===== src/rtl/display_pkg.sv =====
// Shared types and constants for the multiplexed hex display path.
//   nibble_t            : one hex digit as carried to the 7-segment decoder
//   ANODE_OFF           : all-ones digit-enable pattern, truncated at use
//   DEFAULT_REFRESH_DIV : clk cycles each digit stays selected
package display_pkg;

    typedef logic [3:0] nibble_t;

    localparam logic [63:0] ANODE_OFF           = '1;
    localparam int          DEFAULT_REFRESH_DIV = 50000;

endpackage


===== src/rtl/scan_tick_gen.sv =====
// Refresh prescaler: counts 0 .. REFRESH_DIV-1 and wraps.
// Ports:
//   clk   : system clock, rising edge
//   rst_n : asynchronous active-low reset
//   oTick : high while the count sits at REFRESH_DIV-1 (one cycle per period)
module scan_tick_gen
    import display_pkg::*;
#(
    parameter int REFRESH_DIV = DEFAULT_REFRESH_DIV
) (
    input  logic clk,
    input  logic rst_n,
    output logic oTick
);

    localparam int                CNT_W = $clog2(REFRESH_DIV);
    localparam logic [CNT_W-1:0]  LAST  = CNT_W'(REFRESH_DIV - 1);

    logic [CNT_W-1:0] count;

    assign oTick = (count == LAST);

    // NOTE: sequential state is always assigned with <= so every register
    // samples its inputs from before the edge, regardless of block order.
    always_ff @(posedge clk or negedge rst_n) begin
        if (!rst_n) begin
            count <= '0;
        end else begin
            count <= oTick ? '0 : count + CNT_W'(1);
        end
    end

endmodule


===== src/rtl/digit_scan_mux.sv =====
// Time-multiplexes a NUM_DIGITS hex value onto one shared 7-segment decoder.
// Ports:
//   clk, rst_n : clock and asynchronous active-low reset
//   value_in   : new display value, digit 0 in bits [3:0]
//   load       : one-cycle strobe capturing value_in (applied at next frame wrap)
//   blank_lz   : 1 = suppress leading zeros
//   oNibble    : nibble of the digit being scanned (to decoder)
//   oBlank     : 1 = force all segments off for this digit
//   oAnode     : active-low digit enables, one cycle behind oNibble/oBlank
//   oPending   : a loaded value waits for the next frame wrap
//   oFrame     : one-cycle pulse after each frame wrap
module digit_scan_mux
    import display_pkg::*;
#(
    parameter int NUM_DIGITS  = 4,
    parameter int REFRESH_DIV = DEFAULT_REFRESH_DIV
) (
    input  logic                    clk,
    input  logic                    rst_n,
    input  logic [4*NUM_DIGITS-1:0] value_in,
    input  logic                    load,
    input  logic                    blank_lz,
    output nibble_t                 oNibble,
    output logic                    oBlank,
    output logic [NUM_DIGITS-1:0]   oAnode,
    output logic                    oPending,
    output logic                    oFrame
);

    localparam int                IDX_W    = (NUM_DIGITS > 1) ? $clog2(NUM_DIGITS) : 1;
    localparam int                VAL_W    = 4 * NUM_DIGITS;
    localparam logic [IDX_W-1:0]  LAST_IDX = IDX_W'(NUM_DIGITS - 1);

    logic                  tick;
    logic                  wrap;
    logic [IDX_W-1:0]      idx;
    logic [IDX_W-1:0]      idx_next;
    logic [VAL_W-1:0]      display_reg;
    logic [VAL_W-1:0]      display_next;
    logic [VAL_W-1:0]      pending_reg;
    nibble_t               digits [NUM_DIGITS];
    logic [NUM_DIGITS-1:0] lz_mask;

    scan_tick_gen #(
        .REFRESH_DIV (REFRESH_DIV)
    ) u_tick_gen (
        .clk   (clk),
        .rst_n (rst_n),
        .oTick (tick)
    );

    // Index advance and the value the display register takes this edge.
    // oNibble/oBlank are computed from these "next" values so the first digit
    // of a frame already reflects a value swapped in at that same wrap.
    // NOTE: every always_comb output gets a default first, so no path can
    // leave it unassigned and infer a latch.
    always_comb begin
        wrap         = tick && (idx == LAST_IDX);
        idx_next     = idx;
        display_next = display_reg;
        if (tick) begin
            idx_next = wrap ? '0 : idx + IDX_W'(1);
        end
        if (wrap) begin
            if (load) begin
                display_next = value_in;
            end else if (oPending) begin
                display_next = pending_reg;
            end
        end
    end

    // Digit i is a leading zero when it and every more-significant digit are
    // zero; digit 0 is excluded so an all-zero value still shows "0".
    always_comb begin
        logic zero_run;
        zero_run = 1'b1;
        for (int i = NUM_DIGITS - 1; i >= 0; i--) begin
            digits[i]  = display_next[4*i +: 4];
            zero_run   = zero_run && (digits[i] == 4'h0);
            lz_mask[i] = zero_run && (i != 0);
        end
    end

    always_ff @(posedge clk or negedge rst_n) begin
        if (!rst_n) begin
            idx         <= '0;
            display_reg <= '0;
            pending_reg <= '0;
            oPending    <= 1'b0;
            oNibble     <= '0;
            oBlank      <= 1'b0;
            oAnode      <= NUM_DIGITS'(ANODE_OFF);
            oFrame      <= 1'b0;
        end else begin
            idx         <= idx_next;
            display_reg <= display_next;
            // A load coinciding with a wrap went straight into display_next,
            // so any older pending value is simply dropped.
            if (wrap) begin
                oPending <= 1'b0;
            end else if (load) begin
                pending_reg <= value_in;
                oPending    <= 1'b1;
            end
            oNibble <= digits[idx_next];
            oBlank  <= blank_lz && lz_mask[idx_next];
            // Uses the pre-edge idx: enables trail the nibble by one cycle to
            // line up with the decoder's output register.
            oAnode  <= ~(NUM_DIGITS'(1) << idx);
            oFrame  <= wrap;
        end
    end

endmodule


===== config.mk =====
export PLATFORM = sky130hd
export DESIGN_NAME = digit_scan_mux
export DESIGN_NICKNAME = d
export VERILOG_FILES = /design/src/rtl/display_pkg.sv /design/src/rtl/scan_tick_gen.sv /design/src/rtl/digit_scan_mux.sv
export SDC_FILE = /design/constraint.sdc
export NUM_CORES = 1
export LEC_CHECK = 0
export CAP_MARGIN = 20
export CORE_MARGIN = 2
export CORE_UTILIZATION = 58
export CTS_BUF_LIST = sky130_fd_sc_hd__clkbuf_8 sky130_fd_sc_hd__clkbuf_16
export DETAILED_ROUTE_END_ITERATION = 8
export GPL_TIMING_DRIVEN = 1
export HOLD_SLACK_MARGIN = 0.1
export PLACE_DENSITY_LB_ADDON = 0.12
export SYNTH_ARGS = -nofsm -noshare
export SYNTH_HDL_FRONTEND = slang
export SYNTH_HIERARCHICAL = 1
export SYNTH_SLANG_ARGS = --single-unit

===== constraint.sdc =====
create_clock -name clk -period 6.3 [get_ports clk]
set_input_delay 1.26 -clock clk [delete_from_list [all_inputs] [get_ports clk]]
set_output_delay 1.26 -clock clk [all_outputs]
set_load 0.02 [all_outputs]

; Yosys cells after proc, flatten, opt, wreduce, memory -nomap -nowiden
; Cells that the tools add are included.
[totals]
reg_bits = 61
in_bits = 20
output_inout_bits = 11
elab_cells = 41
[op_classes]
addsub = 2
magnitude_cmp = 2
eq_ne = 2
n_shift = 1
n_mux = 13
n_bitwise = 3
n_reduce_logical = 9
[op_table]
columns = op, count
row1 = 16-bit 2-to-1 mux, 4
row2 = 16-bit by 1-bit adder with 16-bit output (second input constant), 1
row3 = 16-bit equality test (second input constant), 1
row4 = 4-bit logical NOT, 3
row5 = 4-bit binary-select mux with 2-bit select, 1
row6 = 4-bit 2-to-1 mux, 2
row7 = 1-bit logical AND, 4
row8 = 2-bit 2-to-1 mux, 2
row9 = 4-bit inverter, 1
row10 = 1-bit by 2-bit << shifter with 4-bit output (first input constant), 1
row11 = 3-bit >= comparator (second input constant), 1
row12 = 2-bit by 3-bit < comparator with 1-bit output (second input constant), 1
row13 = 1-bit 2-to-1 mux, 3
row14 = 2-bit inverter with 3-bit output, 1
row15 = 2-bit by 1-bit adder with 2-bit output (second input constant), 1
row16 = 1-bit binary-select mux with 2-bit select, 1
row17 = 2-bit equality test (second input constant), 1
row18 = 2-bit AND reduction, 1
row19 = 2-bit nonzero test, 1
row20 = 1-bit inverter, 1

; Logic depth before layout (Yosys ltp)
[depth]
word_depth = 9
depth_mapped = 12
mapped_depth_nobuf = 9

; Modules after synthesis
; Netlist, hierarchy kept.
[modules_own_cells]
columns = mod, n_inst, cells_per_inst, area_per_inst_um2, seq_area_each_um2
row1 = digit_scan_mux, 1, 176, 2228.4, 1131.1
row2 = scan_tick_gen, 1, 67, 762.0, 400.4

; Worst setup path after synthesis
; No wires, ideal clock.
[synth_timing]
path_type = input to register
startpoint = input port load
endpoint = register oBlank
arrival_ns = 2.345
required_ns = 6.232
setup_slack_ns = 3.887
path_stages = 6
n_path_buf = 1
path_cell_list = clkbuf_4 -> nor2_1 -> a221o_1 -> nand2b_1 -> o41ai_2 -> and4_1
[synth_between]
elab_chain_len = 8
word_cells_on_any_way = 10
cone_classes = 4 x mux / 6 x reduce/logical
[synth_rtl]
columns = item, line_no
row1 = from (decl), digit_scan_mux.sv:21  ; input logic load,
row2 = 16-bit 2-to-1 mux (*), digit_scan_mux.sv:65  ; if (load) begin
row3 = 16-bit 2-to-1 mux (*), digit_scan_mux.sv:64  ; if (wrap) begin
row4 = 4-bit logical NOT, digit_scan_mux.sv:80  ; zero_run = zero_run && (digits[i] == 4'h0);
row5 = 1-bit logical AND (2 in a row), digit_scan_mux.sv:80
row6 = 1-bit binary-select mux with 2-bit select (*), digit_scan_mux.sv:107  ; oBlank <= blank_lz && lz_mask[idx_next];
row7 = 1-bit 2-to-1 mux (implied by the code) (*), digit_scan_mux.sv:107
row8 = 1-bit logical AND (*), digit_scan_mux.sv:107
row9 = to (signal assigned), digit_scan_mux.sv:107
row10 = to (decl), digit_scan_mux.sv:24  ; output logic oBlank,
; Every way passes the cells marked *; elsewhere a longest branch is shown, timed or not. The select of a mux whose other input is x is not followed.
; A chain may end at the register's enable or synchronous reset.

; Final worst setup path
[layout_timing]
startpoint = input port load
endpoint = register oBlank
[layout_between]
word_cells_on_any_way = 10
cone_classes = 4 x mux / 6 x reduce/logical
[layout_lines]
columns = item, line_no
row1 = 16-bit 2-to-1 mux, digit_scan_mux.sv:65
row2 = 16-bit 2-to-1 mux, digit_scan_mux.sv:64
row3 = named net display_next[6], digit_scan_mux.sv:39  ; logic [VAL_W-1:0] display_next;
row4 = 4-bit logical NOT, digit_scan_mux.sv:80
row5 = 1-bit logical AND, digit_scan_mux.sv:80
row6 = 1-bit binary-select mux with 2-bit select, digit_scan_mux.sv:107
row7 = 1-bit 2-to-1 mux (implied by the code), digit_scan_mux.sv:107
row8 = 1-bit logical AND, digit_scan_mux.sv:107
; The timed path passes the listed nets, and every way through them passes these cells. The select of a mux whose other input is x is not followed.

==> results.cfg <==
[run_status]
status = completed

[logic_synthesis]
synth_top_family_by_area = compound AO/OA/AOI/OAI gates
synth_compound_area_share_pct = 13.81
async_flop_share_pct = 100.0
yosys_register_bits = 61
synthMuxAreaShare_pct = 10.71
synth-edff-count = 0
yosys.area_share.xor_xnor_pct = 3.515
synth.distinct_cells = 56
synth_warnings = 6
syn_area_um2 = 2990
synth-simple-area-share_pct = 12.26
syn-instance-count = 243
synthFlopType = dfrtp_1
synth-adder-area-share_pct = 2.092
syn_avg_cell_area_um2 = 12.31
synthesis.nets = 268
ys_seq_area_share_pct = 51.21

[setup_path]
start_kind = input pin
path_max_fanout = 21
cpPeakStageDelay_ps = 810
cp.required_ps = 6560
ff2ff_path_depth = 9
crit_path_top_delay_cell = clkdlybuf4s50_1
path_class = input pin to flop
arrival_ps = 3690
path_cells = clkdlybuf4s50_1 > and3_1 > a22oi_1 > o21ai_1 > o41ai_2 > and4_1
endpoint_kind = flop

[floorplan]
dieArea_um2 = 5746
start_util_pct = 59.31
io_pins = 31
core_um2 = 5042
die_y_um = 75.81
rows = 26
fp.dieW_um = 75.81

[timing]
setup_viol = 0
worst_slew_margin_rel_pct = 34.20
fin_crit_ps = 3430
max_freq_ghz = 0.2916
fin_crit_sh_pct = 54.44
hold_violations = 0
tightest_slew_ps = 987.1
finalMaxSlewViolations = 0
rsz0062_at_grt = no
finClkSkew_ps = 9.679
fin_setup_tns_ps = 0

[route]
totalWireLength_um = 5407
wl_per_cell_um = 15.58
drt_iter0_drc = 149
ant_nets = 0
first_pass_iters = 4
drc = 0
vias = 1969
drt-vias-per-instance = 5.674

[layout]
n_antenna_cell = 0
layout_common_cells = 57 x dfrtp_1, 29 x clkdlybuf4s50_1, 16 x mux2_2
final_common_cell = dfrtp_1
drive_gt1_share_pct = 19.86
syn2layout_area_growth_pct = 14.39
nets = 297
utilization_pct = 67.84

[clock_network]
post-cts-setup-buffers = 0
clock-sinks = 61
cts_max_path_buffers = 2
post_cts_resized = 0
cts_buffers = 9
clkSlewWorstSetupHoldPaths_ps = 60
cts_root_buf = clkbuf_8
cts_tree = yes
clk_latency_ps = 330
postCtsHoldBufs = 0
h-tree-depth = 3

[grt]
grt-ovfl-total = 0
grt_pass1_vias = 1911
grtUsageTotal_pct = 22.13
grt_max_degree = 62
antenna_found_initial = 0
grt_pass1_wl_um = 9390

[hold_path]
hold_path_class = flop to flop
holdPathStages = 1

[placed_design]
portBuffers = 30
hpwl_um = 3586
place.gp.congestion = 0.8487

[power_and_ir_drop]
peakVddDrop_v = 0.0001713
powerDensity_nw_per_um2 = 237.0
p_leak_nw = 1.458

[flow_run]
cap_violations = 0
## cells by family (layout without fill, tap and decap cells)
logic type                 count (synthesis)  after routing
buffers and inverters                     23             57
and+or+nand+nor                           57             57
adders and majority gates                  5              5
xor gates and xnor gates                  12             12
DFF                                       61             61
muxes                                     30             30
AOI/OAI and AO/OA                         55             55
## final timing paths
check | start | to | slack [ps]
worst max-delay path | load | oBlank | 2870
worst min-delay path | u_tick_gen/count[0] | u_tick_gen/count[0] | 480
worst max register to register | u_tick_gen/count[0] | oBlank | 3230
worst min register to register | u_tick_gen/count[0] | u_tick_gen/count[0] | 480
max in group asynchronous | rst_n | u_tick_gen/count[12] | 4710
min in group asynchronous | rst_n | u_tick_gen/count[9] | 1070
## area by class of cell
class	instances	area, um2
multi-input cells	159	1267
flip-flops and latches	61	1531
well taps	70	87.58
inverters	10	40.04
repair buffers	31	302.8
fillers	383	1622
clock inverters	3	12.51
clock buffers	13	178.9
## worst max-delay path, delay by kind of cell
kind            cells  cell delay, ps
simple gates        2             840
buf+inv             1             810
compound gates      3             770
## layer usage
metal | GRT usage (%) | wire, um | up-vias
li1 | - | - | 945
met1 | 34.95 | 2758 | 963
met2 | 28.93 | 2298 | 52
met3 | 4.365 | 266 | 9
met4 | 10.33 | 83 | 0
met5 | 0 | 0 | -
## cells in the mapped netlist (6+ instances only)
cell / n / area share (%)
nor2_1: 9 / 1.1
dfrtp_1: 57 / 48
a22oi_1: 10 / 2.5
mux2i_1: 14 / 4.7
inv_1: 8 / 1.0
a31oi_1: 13 / 2.7
o21ai_1: 6 / 1.0
nor2b_1: 14 / 2.9
mux2_2: 16 / 6.0
o21ai_0: 7 / 1.2
xor2_1: 8 / 2.3
## through the flow
stage	hold WS [ps]	std cells	setup WS [ps]	cell area, um2	power, W
final	480.8	347	2870	3421	0.0008106
after global routing	509.1	347	2660	3421	0.0008484
after CTS	482.3	347	2887	3421	0.0008199
after detailed placement	473.8	331	2563	3229	0.0004969
after global placement	470.6	331	2598	3229	0.0004951
after floorplan	445.7	243	3887	2990	0.0004650
## power breakdown
| group | internal (W) | switching [W] | total, W |
|---|---|---|---|
| registers | 0.000412 | 0.00000994 | 0.000422 |
| logic | 0.0000344 | 0.0000327 | 0.0000671 |
| clock network | 0.000182 | 0.000139 | 0.000321 |
No activity file was read; power rests on OpenSTA's default activity.
==> edit 1 (same flow settings) <==
Remove the register `oFrame`: a continuous assignment takes its place, so the output `oFrame` follows one clock earlier. Comments in the files are not updated.
--- a/src/rtl/digit_scan_mux.sv
+++ b/src/rtl/digit_scan_mux.sv
@@ -92,5 +92,4 @@
             oBlank      <= 1'b0;
             oAnode      <= NUM_DIGITS'(ANODE_OFF);
-            oFrame      <= 1'b0;
         end else begin
             idx         <= idx_next;
@@ -109,8 +108,9 @@
             // line up with the decoder's output register.
             oAnode  <= ~(NUM_DIGITS'(1) << idx);
-            oFrame  <= wrap;
         end
     end
 
+    assign oFrame = wrap;
+
 endmodule
 
Function: same outputs for any inputs over 10 cycles, from zero or initial values and one cycle with rst_n low; that may be too few to reach the edited logic, so the function may still have changed.
==> edit 1 against the unedited design <==
Critical path depth did not move; power fell by 2.1%; register-to-register slack got worse by 50 ps; design area fell by 0.80%; worst setup slack got worse by 1000 ps; sequential cell count fell by 1; combinational power fell by 0.9%; first-iteration DRC count rose by 5.4%; global-route usage fell by 0.58 points; synthesized cell count fell by 0.41%; synthesized area fell by 0.84%; routed wire length rose by 0.33%; sequential power fell by 2%; clock skew fell by 6.0 ps; critical path type is now flop to output pin; largest power group unchanged.
==> edit 1: results (changes against the unedited design) <==
all-layer global routing usage 21.6% (-0.58 points); largest cells by area after synthesis dfrtp_1 47%, mux2_2 6.1%, mux2i_1 4.7%, dfstp_2 3.5%, nor2b_1 3.0%; worst vdd ir 0.182 mV (+6.5%); post_cts resized 0 (unchanged); outcome completed; setup bufs post-CTS 0 (unchanged); top post-synthesis cells by count 56 x dfrtp_1, 16 x mux2_2, 14 x mux2i_1, 14 x nor2b_1, 13 x a31oi_1; Inserted Diodes 0 (unchanged); Clock Power Share 39.3% (-0.4 points); GPL Wtd Cong 0.756 (-11%); ys async rst share 100% (unchanged); clk slew on worst S/H paths 60 ps (about the same); Worst-Skew Late Latency 330 ps (about the same); dpl hpwl 3540 µm (-1.3%); antenna violations before repair 0 (unchanged); Mapped Nets 267 (-0.37%); first drt pass iteration count 4 (unchanged); Synth cell types 56 (unchanged); Seq power 415 µW (-2%); H-tree depth 3 (unchanged); Max-slew headroom 46.1% (+12 points); switching power total 183 µW (+0.78%); LEAKAGE 0.00145 µW (-0.80%); Worst path top cell family by delay simple AND/OR/NAND/NOR gates; Worst path slowest cell clkdlybuf4s50_1; vias in the first global route 1913 (+0.10%); Root Buffer clkbuf_8; drt total wl 5430 µm (+0.33%); post-DR vias/cell 5.64 (-0.56%); pre-CTS setup slack 2260 ps (-306 ps); share of layout cells above drive strength 1 19.9% (unchanged); cts bufs inserted 9 (unchanged); clock buffer depth 2 (unchanged); # fillers 408 (+6.5%); post-synthesis sequential area ratio 50.8% (-0.41 points); first-pass GRT wire length 9140 µm (-2.7%); CP Max Fanout 18 (-14%); port bufs 30 (unchanged); largest net degree at the start of global routing 61 (-1.6%); clk_skew 3.68 ps (-6.00 ps); Hold WC Path Type flop to flop; Synth Warn # 6 (unchanged); Nets 297 (unchanged); initial drt markers 157 (+5.4%); Largest stage delay, worst path 650 ps (-160 ps)
edit 1: logic make-up after synthesis:
logic type | share of synthesized area [%]
flip-flops | 50.8
multiplexers | 10.8
adder cells (fa/ha/maj) | 2.11
buffers and inverters | 6.46
XOR/XNOR | 3.54
AND/OR/NAND/NOR | 12.4
AO/OA/AOI/OAI | 13.9
edit 1: worst paths after layout:
kind                                 startpoint              endpoint  slack [ps]  cells after the start
max                         u_tick_gen/count[0]                oFrame        1840                      6
min                        u_tick_gen/count[13]  u_tick_gen/count[13]         490                      1
max reg2reg                 u_tick_gen/count[0]                oBlank        3180                      9
min reg2reg                u_tick_gen/count[13]  u_tick_gen/count[13]         490                      1
max in group asynchronous                 rst_n                idx[0]        4730                      2
min in group asynchronous                 rst_n   u_tick_gen/count[9]        1070                      2
edit 1: worst reg2reg max path, stage by stage (launching register included):
cell	delay, ps
dfrtp_1	390
ha_1	190
and3_1	290
and4_1	610
nand2_2	410
inv_4	310
a31oi_1	120
o21ai_1	320
o41ai_1	120
and4_1	230
edit 1: stage by stage:
step	cell area [µm²]	total power, µW	hold WS (ps)	utilization, %	instances
6_report	3390	793	494	67.7	347
5_1_grt	3390	824	513	67.7	347
4_1_cts	3390	800	486	67.7	347
3_5_place_dp	3210	490	478	64.1	331
3_3_place_gp	3210	488	462	64.1	331
2_1_floorplan	2970	458	446	-	242
edit 1: area by class of cell:
cell class              instances  share of cell area (%)
multi-input cells             159                    37.4
flip-flops and latches         60                    44.4
inverters                      10                    1.18
clock buffers                  12                    4.87
well taps                      70                    2.58
clock inverters                 4                   0.479
repair buffers                 32                    9.14
edit 1: metal layers:
metal  vias to the layer above  GRT usage (%)  wire, µm
li1                        941              -         -
met1                       967           31.8      2790
met2                        43           30.9      2370
met3                         7           3.70       178
met4                         0           10.5        92
met5                         -              0         0
==> edit 2 (same flow settings) <==
Without the edit above. Set the parameter `NUM_DIGITS` to 8 (it was 4).
--- a/src/rtl/digit_scan_mux.sv
+++ b/src/rtl/digit_scan_mux.sv
@@ -13,5 +13,5 @@
     import display_pkg::*;
 #(
-    parameter int NUM_DIGITS  = 4,
+    parameter int NUM_DIGITS  = 8,
     parameter int REFRESH_DIV = DEFAULT_REFRESH_DIV
 ) (
Interface: changed (resized oAnode and value_in); port bits go from 31 to 51. No check against the original RTL was run, so the function may have changed too.
==> edit 2 against the unedited design <==
Design area increased by 63%; worst setup slack got worse by 490 ps; sequential cell count is 37 higher; routed wire length is 110% higher; worst hold slack better by 6.9 ps; synthesized area grew 63%; power is 43% higher.
==> edit 2: results (changes against the unedited design) <==
clk_skew 5.98 ps (-3.70 ps); initial drt markers 245 (+64%); Int Pwr 879 µW (+40%); P_comb 93.8 µW (+40%); vias 3883 (+97%); DP Area 5380 µm² (+66%); Final clock-cell share 3.37% (-2.2 points); Nets 539 (+81%); clk slew on worst S/H paths 90 ps (+30 ps); first-pass GRT wire length 18600 µm (+98%); met3 wire len 680 µm (+160%); CP Max Fanout 26 (+24%); fraction of area in multi-input gates 39.4% (+2.3 points); GPL Wtd Cong 0.903 (+6.3%); outcome completed; Pwr Total 1160 µW (+43%); Worst-Skew Late Latency 370 ps (+40 ps); # fillers 627 (+64%); M1 wire length 5170 µm (+87%); buffer share of cell area 9.35% (+0.50 points); drt total wl 11400 µm (+110%); LEAKAGE 0.00236 µW (+62%); first drt pass iteration count 5 (+1); Non-clk invs 18 (+8); dpl hpwl 7570 µm (+110%); vias in the first global route 3685 (+93%); worst slew pin tran 871 ps (-116 ps); largest cells by area after synthesis dfrtp_1 46%, mux2_2 7.4%, dfstp_2 4.3%, o22ai_1 3.8%, a21oi_1 2.8%; CP arrival 4180 ps (+490 ps)
==> edit 2: cell count changes after synthesis, sizes merged, moves of 15 or more <==
| cell | delta |
|---|---|
| a21oi | +27 |
| nor2 | +15 |
| o22ai | +30 |
| dfrtp | +33 |
| mux2 | +16 |
| nand2 | +20 |
| nor3 | +17 |
==> edit 2: logic make-up after synthesis <==
family | count (synthesis) | share of synthesized area [%]
buffers and inverters | 48 | 4.84
adders and majority gates | 7 | 1.79
muxes | 39 | 9.14
and+or+nand+nor | 127 | 14.3
xor gates and xnor gates | 12 | 2.15
DFF | 98 | 50.4
AOI/OAI and AO/OA | 131 | 17.4
==> edit 2: path summary, 6_finish.rpt <==
path,endpoint,slack (ps),cells past startpoint
hold reg to reg,u_tick_gen/count[0],490,1
max in group asynchronous,display_reg[14],4340,2
setup reg to reg,oNibble[1],2590,10
min in group asynchronous,pending_reg[21],880,1
setup / recovery,pending_reg[12],2380,5
hold / removal,u_tick_gen/count[0],490,1
